<file path="src/rtl/i2s_dac_serializer.sv">
// i2s_dac_serializer: generates bclk/lrclk and shifts latched L/R samples MSB-first on dacdat.
// Build with I2S_DELAY_EN for Philips I2S (data one bclk after lrclk); default is left-justified.
module i2s_dac_serializer #(
   parameter int BCLK_DIV     = 8,
   parameter int SAMPLE_WIDTH = 24,
   parameter int SLOT_BITS    = 32
) (
   input  logic                    clk,
   input  logic                    rst,
   input  logic [SAMPLE_WIDTH-1:0] left_sample,
   input  logic [SAMPLE_WIDTH-1:0] right_sample,
   output logic                    sample_req,
   output logic                    bclk,
   output logic                    lrclk,
   output logic                    dacdat
);
   localparam int DW = (BCLK_DIV > 1) ? $clog2(BCLK_DIV) : 1;
   localparam int CW = $clog2(2 * SLOT_BITS);
   localparam logic [DW-1:0] DIV_LAST = DW'(BCLK_DIV - 1);
   localparam logic [CW-1:0] CNT_LAST = CW'(2 * SLOT_BITS - 1);
   localparam logic [CW-1:0] SLOT_L   = CW'(SLOT_BITS);
   localparam logic [CW-1:0] SW_L     = CW'(SAMPLE_WIDTH);

   logic [DW-1:0]           div;
   logic [CW-1:0]           bit_cnt;
   logic [SAMPLE_WIDTH-1:0] left_sh;
   logic [SAMPLE_WIDTH-1:0] right_sh;

   logic                    tick;
   logic                    fall;
   logic                    frame_start;
   logic                    right_next;
   logic [CW-1:0]           bit_next;
   logic [CW-1:0]           pos;
   logic [SAMPLE_WIDTH-1:0] src;
   logic [SAMPLE_WIDTH-1:0] shifted;
   logic                    data_bit;

   // No handshake: sample_req is an informational strobe, upstream must already
   // hold valid samples on the edge it is raised; there is no backpressure path.
   always_comb begin
      tick        = (div == DIV_LAST);
      fall        = tick && bclk;
      bit_next    = (bit_cnt == CNT_LAST) ? '0 : bit_cnt + 1'b1;
      frame_start = (bit_next == '0);
      right_next  = (bit_next >= SLOT_L);
      pos         = right_next ? (bit_next - SLOT_L) : bit_next;
      // On a frame start the shadows are being loaded, so take the live input.
      if (frame_start)
         src = left_sample;
      else
         src = right_next ? right_sh : left_sh;
      shifted  = '0;
      data_bit = 1'b0;
`ifdef I2S_DELAY_EN
      if (pos != '0 && pos <= SW_L) begin
         shifted  = src << (pos - 1'b1);
         data_bit = shifted[SAMPLE_WIDTH-1];
      end
`else
      if (pos < SW_L) begin
         shifted  = src << pos;
         data_bit = shifted[SAMPLE_WIDTH-1];
      end
`endif
   end

   always_ff @(posedge clk or posedge rst) begin
      if (rst) begin
         div        <= '0;
         bit_cnt    <= CNT_LAST;
         left_sh    <= '0;
         right_sh   <= '0;
         bclk       <= 1'b0;
         lrclk      <= 1'b1;
         dacdat     <= 1'b0;
         sample_req <= 1'b0;
      end else begin
         div        <= tick ? '0 : div + 1'b1;
         sample_req <= fall && frame_start;
         if (tick)
            bclk <= ~bclk;
         if (fall) begin
            bit_cnt <= bit_next;
            lrclk   <= right_next;
            dacdat  <= data_bit;
            if (frame_start) begin
               left_sh  <= left_sample;
               right_sh <= right_sample;
            end
         end
      end
   end
endmodule

</file>
<file path="config.mk">
export PLATFORM = sky130hd
export DESIGN_NAME = i2s_dac_serializer
export DESIGN_NICKNAME = d
export VERILOG_FILES = /design/src/rtl/i2s_dac_serializer.sv
export SDC_FILE = /design/constraint.sdc
export NUM_CORES = 1
export LEC_CHECK = 0
export ABC_AREA = 1
export CAP_MARGIN = 40
export CELL_PAD_IN_SITES_DETAIL_PLACEMENT = 0
export CELL_PAD_IN_SITES_GLOBAL_PLACEMENT = 1
export CORE_UTILIZATION = 35
export CTS_CLUSTER_DIAMETER = 50
export DETAILED_ROUTE_END_ITERATION = 8
export HOLD_SLACK_MARGIN = 0.03
export PLACE_DENSITY_LB_ADDON = 0.1
export SYNTH_ARGS = -nofsm -noshare
export SYNTH_HDL_FRONTEND = slang
export SYNTH_SLANG_ARGS = --single-unit
</file>
<file path="constraint.sdc">
create_clock -name clk -period 2.1 [get_ports clk]
set_clock_uncertainty 0.15 [all_clocks]
set_input_delay 0.21 -clock clk [delete_from_list [all_inputs] [get_ports clk]]
set_output_delay 0.21 -clock clk [all_outputs]
set_load 0.01 [all_outputs]
</file>
Yosys cells after proc, flatten, opt, wreduce, memory -nomap -nowiden:

Index checks and enable logic that the tools add are counted.

* word-level logic and storage cells: 27
* bits in registers: 61
* output and inout bits: 4
* input port bits: 50

* bitwise operators: 1
* multiplexer cells: 6
* magnitude comparators: 2
* reduce and logical (&&, ||, !) cells: 4
* eq/ne operators: 2
* shift-type cells: 1
* add/sub/neg operators: 3

Operator list (number)
* two-way mux 24 bit: 2
* left shift 24 x 6 -> 24 bit: 1
* two-way mux 6 bit: 2
* adder 6 x 1 -> 6 bit, second input constant: 1
* equality test 6 bit, second input constant: 1
* >= comparator 6 bit, second input constant: 1
* logical NOT 6 bit: 1
* less-than comparator 6 x 5 -> 1 bit, second input constant: 1
* subtractor 6 bit, second input constant: 1
* adder 3 x 1 -> 3 bit, second input constant: 1
* equality test 3 bit, second input constant: 1
* two-way mux 3 bit: 1
* logical AND 1 bit: 2
* AND reduction 2 bit: 1
* two-way mux 1 bit: 1
* inverter 1 bit: 1

Logic depth before layout (Yosys ltp):

Gate-level depths: netlist of the first run.

* depth in word-level cells: 7
* mapped depth: 18
* mapped depth without buffers: 18

Least setup slack after synthesis of the first run:

Ideal clock, no wire load.

* kind: register to register
* start point: register bit_cnt[0]
* end point: register dacdat
* clock period less this slack: 2.123 ns
* path buffers: 1
* cell stages (with the launch flop): 18
* required time: 1.834 ns
* setup time: 0.116 ns
* setup slack: -0.023 ns
* data arrival time: 1.857 ns
* path through: dfstp_2 > ha_1 > nand2_2 > nor2_4 > nor2_2 > nand2_8 > nand2_8 > buf_6 > o21ai_1 > nand2_1 > nand2_1 > nand2_1 > nand3_1 > nand3_1 > nand2_1 > nand2_1 > nand2_1 > nand2_1

* cells in the longest elaborated chain, start to end: 7
* elaborated cells between the ends (all ways): 12
* classes of those cells: add/sub (2); order compare (2); eq/ne (1); shift (1); mux (5); reduce/logical (1)

RTL lines
* from (decl): RTL line 25 `logic [CW-1:0] bit_cnt;`
* from (signal assigned): RTL line 84 `bit_cnt <= bit_next;`
* adder 6 x 1 -> 6 bit / equality test 6 bit (equally long branches): RTL line 44 `bit_next = (bit_cnt == CNT_LAST) ? '0 : bit_cnt + 1'b1;`
* two-way mux 6 bit (*): RTL line 44
* >= comparator 6 bit: RTL line 46 `right_next = (bit_next >= SLOT_L);`
* two-way mux 24 bit: RTL line 52 `src = right_next ? right_sh : left_sh;`
* two-way mux 24 bit: RTL line 49 `if (frame_start)`
* left shift 24 x 6 -> 24 bit: RTL line 62 `shifted = src << pos;`
* two-way mux 1 bit (*): RTL line 61 `if (pos < SW_L) begin`
* to (signal assigned): RTL line 86 `dacdat <= data_bit;`
* to (decl): RTL line 15 `output logic dacdat`

Mark *: on every way between the ends. The rest lies on a longest branch, timed or not.
A chain may end at the register's enable or synchronous reset.

Final worst setup path of the first run:

* start point: register bit_cnt[0]
* end point: register right_sh[21]

* cells in the longest elaborated chain, start to end: 4
* elaborated cells between the ends (all ways): 5
* classes of those cells: add/sub (1); eq/ne (1); mux (1); reduce/logical (2)

RTL lines
* adder 6 x 1 -> 6 bit / equality test 6 bit (equally long branches): RTL line 44
* two-way mux 6 bit (*): RTL line 44
* logical NOT 6 bit (*): RTL line 45 `frame_start = (bit_next == '0);`
* AND reduction 2 bit (no source line) (*)
* to (signal assigned): RTL line 89 `right_sh <= right_sample;`
* to (decl): RTL line 27 `logic [SAMPLE_WIDTH-1:0] right_sh;`

Marked as above.

==> results of run 1 <==
==> Yosys cell counts, drive strengths merged (3+ instances only) <==
master  number  area share (%)
nand2      183              23
o211ai       5             1.2
buf         13             3.3
nor2        17             2.8
nand3       40             6.3
dfstp        7             5.8
a21oi        4            0.63
dfrtp       54              42
inv         46             5.6
ha           3             1.2
clkbuf       4            0.47
o21ai       37             5.8
==> power groups by stage <==
stage          registers [mW]  logic [mW]  clock network, mW
2_1_floorplan            1.20      0.0241                  0
5_1_grt                  1.17       0.150               1.15
6_report                 1.18       0.137               1.06
3_5_place_dp             1.20       0.132                  0
4_1_cts                  1.17       0.132               1.08
3_3_place_gp             1.20       0.131                  0
==> worst max-delay path by stage <==
stage                                     endpoint  cells past startpoint
after global placement          dacdat$_DFFE_PP0P_                     18
after global routing            dacdat$_DFFE_PP0P_                     18
after CTS                       dacdat$_DFFE_PP0P_                     18
after detailed placement   left_sh[18]$_DFFE_PP0P_                     10
after floorplan                 dacdat$_DFFE_PP0P_                     17
final                     right_sh[21]$_DFFE_PP0P_                     12
==> layout make-up <==
cell class	count	area [sq um]	area share, %
Clock inverter	4	47.5	0.961
Timing Repair Buffer	100	1110	22.4
Sequential cell	61	1540	31.0
Multi-Input combinational cell	295	1720	34.7
Inverter	46	201	4.07
Timing Repair inverter	3	57.6	1.16
Tap cell	108	135	2.73
Clock buffer	12	145	2.93
==> logic make-up after synthesis <==
family          Yosys count  share of synthesized area, %
xor+xnor                  1                         0.275
compound gates           48                          8.08
fa+ha+maj                 3                          1.18
buf+inv                  63                          9.29
flops                    61                          48.1
simple gates            241                          33.1
==> per-stage QoR <==
step           total power [mW]  cells  setup WS (ps)  hold slack (ps)  TNS [ps]
6_report                   2.37    629           -178             95.6     -6490
5_1_grt                    2.47    629           -315              105    -11310
4_1_cts                    2.39    619          -90.5              102     -2900
3_5_place_dp               1.33    587           -162              274     -4030
3_3_place_gp               1.33    587           -116              264     -2140
2_1_floorplan              1.22    417          0.503              177         0
==> flip-flops by register name, indices dropped and copies added (netlist names) <==
name and flops:
left_sh 24, right_sh 24, bit_cnt 6, div 3
bclk 1, dacdat 1, lrclk 1, sample_req 1
==> worst min-delay path, stage by stage <==
cell	delay, ps
clkdlybuf4s50_1	410
inv_2	70
buf_12	290
==> repair_timing <==
| action | CTS | global route |
|---|---|---|
| hold endpoints to repair | 0 | 0 |
| hold buffers | 0 | 0 |
| gates resized for setup | 43 | 83 |
| setup buffers | 10 | 4 |
| cloned | 6 | 8 |
| endpoints found under the setup margin | 39 | 50 |
| pin swaps | 4 | 3 |
==> metal layers <==
metal	up-vias	share of wire (%)	track usage (%)
li1	1516	-	-
met5	-	0	0
met2	87	46	33.2
met3	10	5.5	4.39
met4	0	1.1	6.22
met1	1471	47	27.5
==> implementation parameters, run 1 <==
Parameter                              Value

Layout
  Summed area of non-filler cells in the final layout    4950 sq um
  Synth-to-Final Area Change    55.1%
  Fraction of layout instances using a drive strength above 1    31.9%
  Leading cell types in the layout, fill and taps excluded    nand2_1 (122), dfrtp_1 (54), clkdlybuf4s50_1 (53)
  Antenna diode count    0
  Total Nets Final    569
  Finished Core Util    56.5%
  Most common library cell in the layout ignoring fill and taps    nand2_1
  Filler instances    843

Die
  Total Die Area    9500 sq um
  Core ar.    8760 sq um
  Initial standard-cell utilization of the core    36.4%
  I/O pins    54
  Row Count    34
  DIE HEIGHT    97.5 microns
  Horizontal die dimension    97.5 microns

STA
  Minimum setup slack in the final design    -178 ps
  Number of max-slew violations in the final report    0
  RSZ-0062 raised after global routing    yes
  Final critical delay including setup and external delays    2280 ps
  Number of endpoints failing setup at the final stage    49
  Timing-limited maximum frequency    439 MHz
  Transition time of the tightest slew-check pin    346 ps
  Final period utilization    108%
  Count of endpoints failing hold in the final timing report    0
  Max_slew headroom    76.9%

Yosys
  Library cells used by synthesis    26
  Cell count after synthesis    417
  Syn nets    470
  Number of flops mapped to enable cells by yosys    0
  Post-Synthesis Cell Area    3190 sq um
  Warnings from Yosys    0
  Most used flip-flop cell after synthesis    dfrtp_1
  Share of flip-flops with an asynchronous set or reset    100%
  Flip-flop and latch count after synthesis    61
  Post-Syn Area per Cell    7.65 sq um
  Share of synthesized area occupied by flip-flops and latches    48.1%

Power
  Sw frac    22.5%
  Part of the total power dissipated in the clock network    44.7%
  Switching power    535 uW
  Internal power of the cells    1.84 mW
  Cell area power density    480 nW/um^2
  Sequential power share    49.5%
  Static Leak    2.33 nW
  Portion of total power attributed to combinational logic    5.8%
  Max VDD drop    0.227 mV

Place
  Number of I/O port buffers    53
  Post-place instance area    3970 sq um
  Placer's final routability congestion estimate    0.834
  Detailed placer's ending HPWL    5600 microns

Setup path
  Slowest stage cell, crit path    dfstp_2
  Critical Path RT    2190 ps
  Nature of the critical path endpoint    flop
  Highest net fanout along the worst path    8
  Worst R2R Start    bit_cnt[0]$_DFFE_PP1P_
  Terminus of the critical flop-to-flop path    right_sh[21]$_DFFE_PP0P_
  Top delay family on crit path    simple AND/OR/NAND/NOR gates
  Critical path type    flop to flop
  Crit. Startpoint    bit_cnt[0]$_DFFE_PP1P_
  Critical path buffer and inverter count    3
  Worst reg-to-reg path cell count    12
  Crit path DAT    2370 ps
  Sort of element at the start of the critical path    flop
  CP dominant cell by count    nor2_4
  Setup slack of the most critical reg-to-reg path    -180 ps
  Largest stage delay, worst path    560 ps
  Cells along the critical path    ha_4 > nand2_4 > nor2_4 > nor2_4 > nand2_8 > nand4_4 > nor2_4 > buf_6 > buf_12 > clkinv_16 > nand2_1 > nand2_1

GRT
  Maximum number of pins on one net before global-route repair    62
  Wire length of the first global-routing pass    15100 microns
  Antenna violations before repair    0
  Overall global routing resource usage    20.5%
  Gr ovfl total    0
  Vias in the first global route    3003

CTS
  Clock latency at the later pin of the worst-skew pair    340 ps
  CTS Buffer Depth    2
  Total clock buffers created by CTS    9
  Root buf cell    clkbuf_8
  Sink count of the clock tree    61
  Clock tree from TritonCTS    yes
  Clock input transition at the sequential cells of the worst setup and hold paths    70 ps
  H-tree depth    3

Route
  Number of nets with antenna violations after detailed routing    0
  Iteration count of the initial detailed-routing pass    4
  Via count    3084
  Wire per inst    16.1 microns
  Detailed-route wire length    10100 microns
  DRC marker count from the first detailed-route iteration    144
  Average vias per placed instance    4.90
  DRC errors left    0

Hold path
  Path category of the worst min-delay check    primary input to asynchronous set/reset pin

Outcome
  Status    complete, but fails checks
  Violated checks    setup timing

Job
  Maximum Capacitance Violations    0
No activity file was read; power rests on OpenSTA's default activity.
==> run 2: changes to the inputs <==
Settings changed: GPL_TIMING_DRIVEN set to 0, SETUP_SLACK_MARGIN set to 0.4.
==> run 2 against run 1 <==
Compared with the run above:
- the run still ends with setup timing left
- global-route usage down 0.37 points
- count of clock-buffer cells in the layout unchanged
- sequential cell count unchanged
- largest power group unchanged
- setup slack worse by 19 ps
- die area unchanged
==> implementation parameters, run 2 (synthesized netlist as in run 1, its figures left out) <==
Parameter                              Value

Outcome
  Status    complete, but fails checks
  Violated checks    setup timing

GRT
  Maximum number of pins on one net before global-route repair    32 (-48%)
  Vias in the first global route    2907 (-3.2%)
  Overall global routing resource usage    20.2% (-0.37 points)
  Antenna violations before repair    0 (unchanged)
  Gr ovfl total    0 (unchanged)
  Wire length of the first global-routing pass    14800 microns (-2.2%)

Place
  Post-place instance area    3900 sq um (-1.8%)
  Placer's final routability congestion estimate    0.798 (-4.3%)
  Detailed placer's ending HPWL    6030 microns (+7.8%)
  Cell count after placement    579 (-1.4%)
  Number of I/O port buffers    53 (unchanged)

Setup path
  Terminus of the critical flop-to-flop path    dacdat$_DFFE_PP0P_
  Critical path type    flop to flop
  Setup slack of the most critical reg-to-reg path    -200 ps (-20 ps)
  Critical Path RT    2180 ps (about the same)
  Nature of the critical path endpoint    flop
  Highest net fanout along the worst path    7 (-1)
  Worst R2R Start    bit_cnt[1]$_DFFE_PP1P_
  Worst reg-to-reg path cell count    17 (+5)
  Crit path DAT    2380 ps (about the same)
  Sort of element at the start of the critical path    flop

CTS
  Clock input transition at the sequential cells of the worst setup and hold paths    70 ps (about the same)
  Count of hold buffers inserted by post-cts repair    0 (unchanged)
  Total clock buffers created by CTS    9 (unchanged)
  CTS Buffer Depth    2 (unchanged)
  Sink count of the clock tree    61 (unchanged)
  Clock latency at the later pin of the worst-skew pair    330 ps (about the same)
  Clock tree from TritonCTS    yes
  Root buf cell    clkbuf_8
  H-tree depth    3 (unchanged)

Route
  DRC errors left    0 (unchanged)
  Via count    2969 (-3.7%)
  DRC marker count from the first detailed-route iteration    143 (-0.69%)
  Detailed-route wire length    9340 microns (-7.7%)
  Wire per inst    14.9 microns (-7.6%)
  Number of nets with antenna violations after detailed routing    0 (unchanged)
  Average vias per placed instance    4.73 (-3.6%)
  Iteration count of the initial detailed-routing pass    4 (unchanged)

Power
  Sequential power share    47.3% (-2.2 points)
  Switching power    525 uW (-1.9%)
  Sw frac    21.1% (-1.4 points)
  Static Leak    2.27 nW (-2.3%)
  Cell area power density    522 nW/um^2 (+8.8%)
  Part of the total power dissipated in the clock network    47.5% (+2.8 points)
  Portion of total power attributed to combinational logic    5.3% (-0.5 points)
  Max VDD drop    0.353 mV (+56%)
  Internal power of the cells    1.96 mW (+6.6%)

STA
  Count of endpoints failing hold in the final timing report    0 (unchanged)
  Number of endpoints failing setup at the final stage    50 (+2.0%)
  Max_slew headroom    53.6% (-23 points)
  Minimum setup slack in the final design    -197 ps (-19.4 ps)
  Transition time of the tightest slew-check pin    694 ps (+348 ps)
  Timing-limited maximum frequency    435 MHz (-0.85%)
  Hold slack    172 ps (+76.2 ps)
  Final critical delay including setup and external delays    2300 ps (+19.4 ps)
  RSZ-0062 raised after global routing    yes
  Number of max-slew violations in the final report    0 (unchanged)
  Final period utilization    109% (+0.92 points)
  Setup TNS    -5800 ps (+686 ps)

Layout
  Total Nets Final    568 (-0.18%)
  Registers with the most flip-flops    left_sh: 24 flops, right_sh: 24 flops, bit_cnt: 6 flops
  Leading cell types in the layout, fill and taps excluded    nand2_1 (169), dfrtp_1 (54), clkdlybuf4s50_1 (52)
  Summed area of non-filler cells in the final layout    4760 sq um (-3.8%)
  Finished Core Util    54.3% (-2.1 points)
  Most common library cell in the layout ignoring fill and taps    nand2_1
  Non-filler cells in the finished layout    628 (-0.16%)
  Fraction of layout instances using a drive strength above 1    21.3% (-11 points)
  Antenna diode count    0 (unchanged)
  Synth-to-Final Area Change    49.2%

Die
  I/O pins    54 (unchanged)
  DIE HEIGHT    97.5 microns (unchanged)
  Core ar.    8760 sq um (unchanged)
  Total Die Area    9500 sq um (unchanged)
  Horizontal die dimension    97.5 microns (unchanged)
  Row Count    34 (unchanged)
  Initial standard-cell utilization of the core    36.4% (unchanged)

Hold path
  Path category of the worst min-delay check    primary input to asynchronous set/reset pin

Job
  Maximum Capacitance Violations    0 (unchanged)
[run 2: cell types whose count changed in the layout (fill, tap and decap cells not counted), sizes merged]
cell | previous run | this run
buf | 42 | 47
clkinv | 4 | 1
inv | 47 | 45
nand2 | 185 | 183
bufinv | 1 | 2
clkbuf | 17 | 16
clkdlybuf4s50 | 53 | 52
clkinvlp | 1 | 2
dlygate4sd2 | 0 | 1
[run 2: worst max-delay path: stages, from the launching register on]
cell	delay, ps
dfstp_2	560
ha_4	150
nand2_4	60
nor2_4	170
nor2_4	70
nand2_8	80
nand2_8	100
inv_8	100
buf_8	110
nand2_1	50
nand3_1	70
nand3_1	100
nand3_1	110
nand3_1	70
nand2_1	80
nand2_1	50
nand2_1	60
nand2_1	50
[run 2: layout make-up]
class	count	area, sq um
inverter	46	189
sequential	61	1540
clock buffer	12	145
buffer	17	226
timing repair buffer	87	1000
clock inverter	4	72.6
fill	872	4000
multi-input combinational	293	1450
tap	108	135
[run 2: repair_timing]
| item | CTS | global route |
|---|---|---|
| resized for setup | 38 | 28 |
| setup buffers | 18 | 7 |
| cloned | 5 | 3 |
| endpoints found under the setup margin | 56 | 55 |
| pin swaps | 8 | 10 |
| endpoints found under the hold margin | 0 | 0 |
[run 2: metal layers]
| metal | global-route usage, % | wire length [microns] |
|---|---|---|
| met5 | 0 | 0 |
| met4 | 4.41 | 89 |
| met3 | 4.10 | 343 |
| met2 | 32.6 | 4420 |
| met1 | 27.9 | 4490 |
[run 2: worst max path at each step]
| stage | slack (ps) | end | startpoint | depth (start not counted) |
|---|---|---|---|---|
| after global placement | -260 | dacdat$_DFFE_PP0P_ | bit_cnt[0]$_DFFE_PP1P_ | 17 |
| final | -200 | dacdat$_DFFE_PP0P_ | bit_cnt[1]$_DFFE_PP1P_ | 17 |
| after floorplan | 30 | dacdat$_DFFE_PP0P_ | bit_cnt[0]$_DFFE_PP1P_ | 17 |
| after global routing | -350 | dacdat$_DFFE_PP0P_ | bit_cnt[1]$_DFFE_PP1P_ | 18 |
| after CTS | -230 | dacdat$_DFFE_PP0P_ | bit_cnt[1]$_DFFE_PP1P_ | 15 |
| after detailed placement | -260 | dacdat$_DFFE_PP0P_ | bit_cnt[0]$_DFFE_PP1P_ | 17 |
[run 2: power by group through the flow]
stage          Sequential, mW  Combinational [mW]  Clock [mW]
4_1_cts                  1.17               0.133        1.20
3_3_place_gp             1.20               0.128           0
5_1_grt                  1.17               0.143        1.25
6_report                 1.18               0.131        1.18
3_5_place_dp             1.20               0.132           0
2_1_floorplan            1.20              0.0245           0
[run 2: per-stage QoR]
step	setup slack [ps]	total power [mW]
floorplan	29.6	1.22
global placement	-259	1.33
detailed placement	-257	1.33
CTS	-226	2.51
global route	-347	2.57
finish	-197	2.49
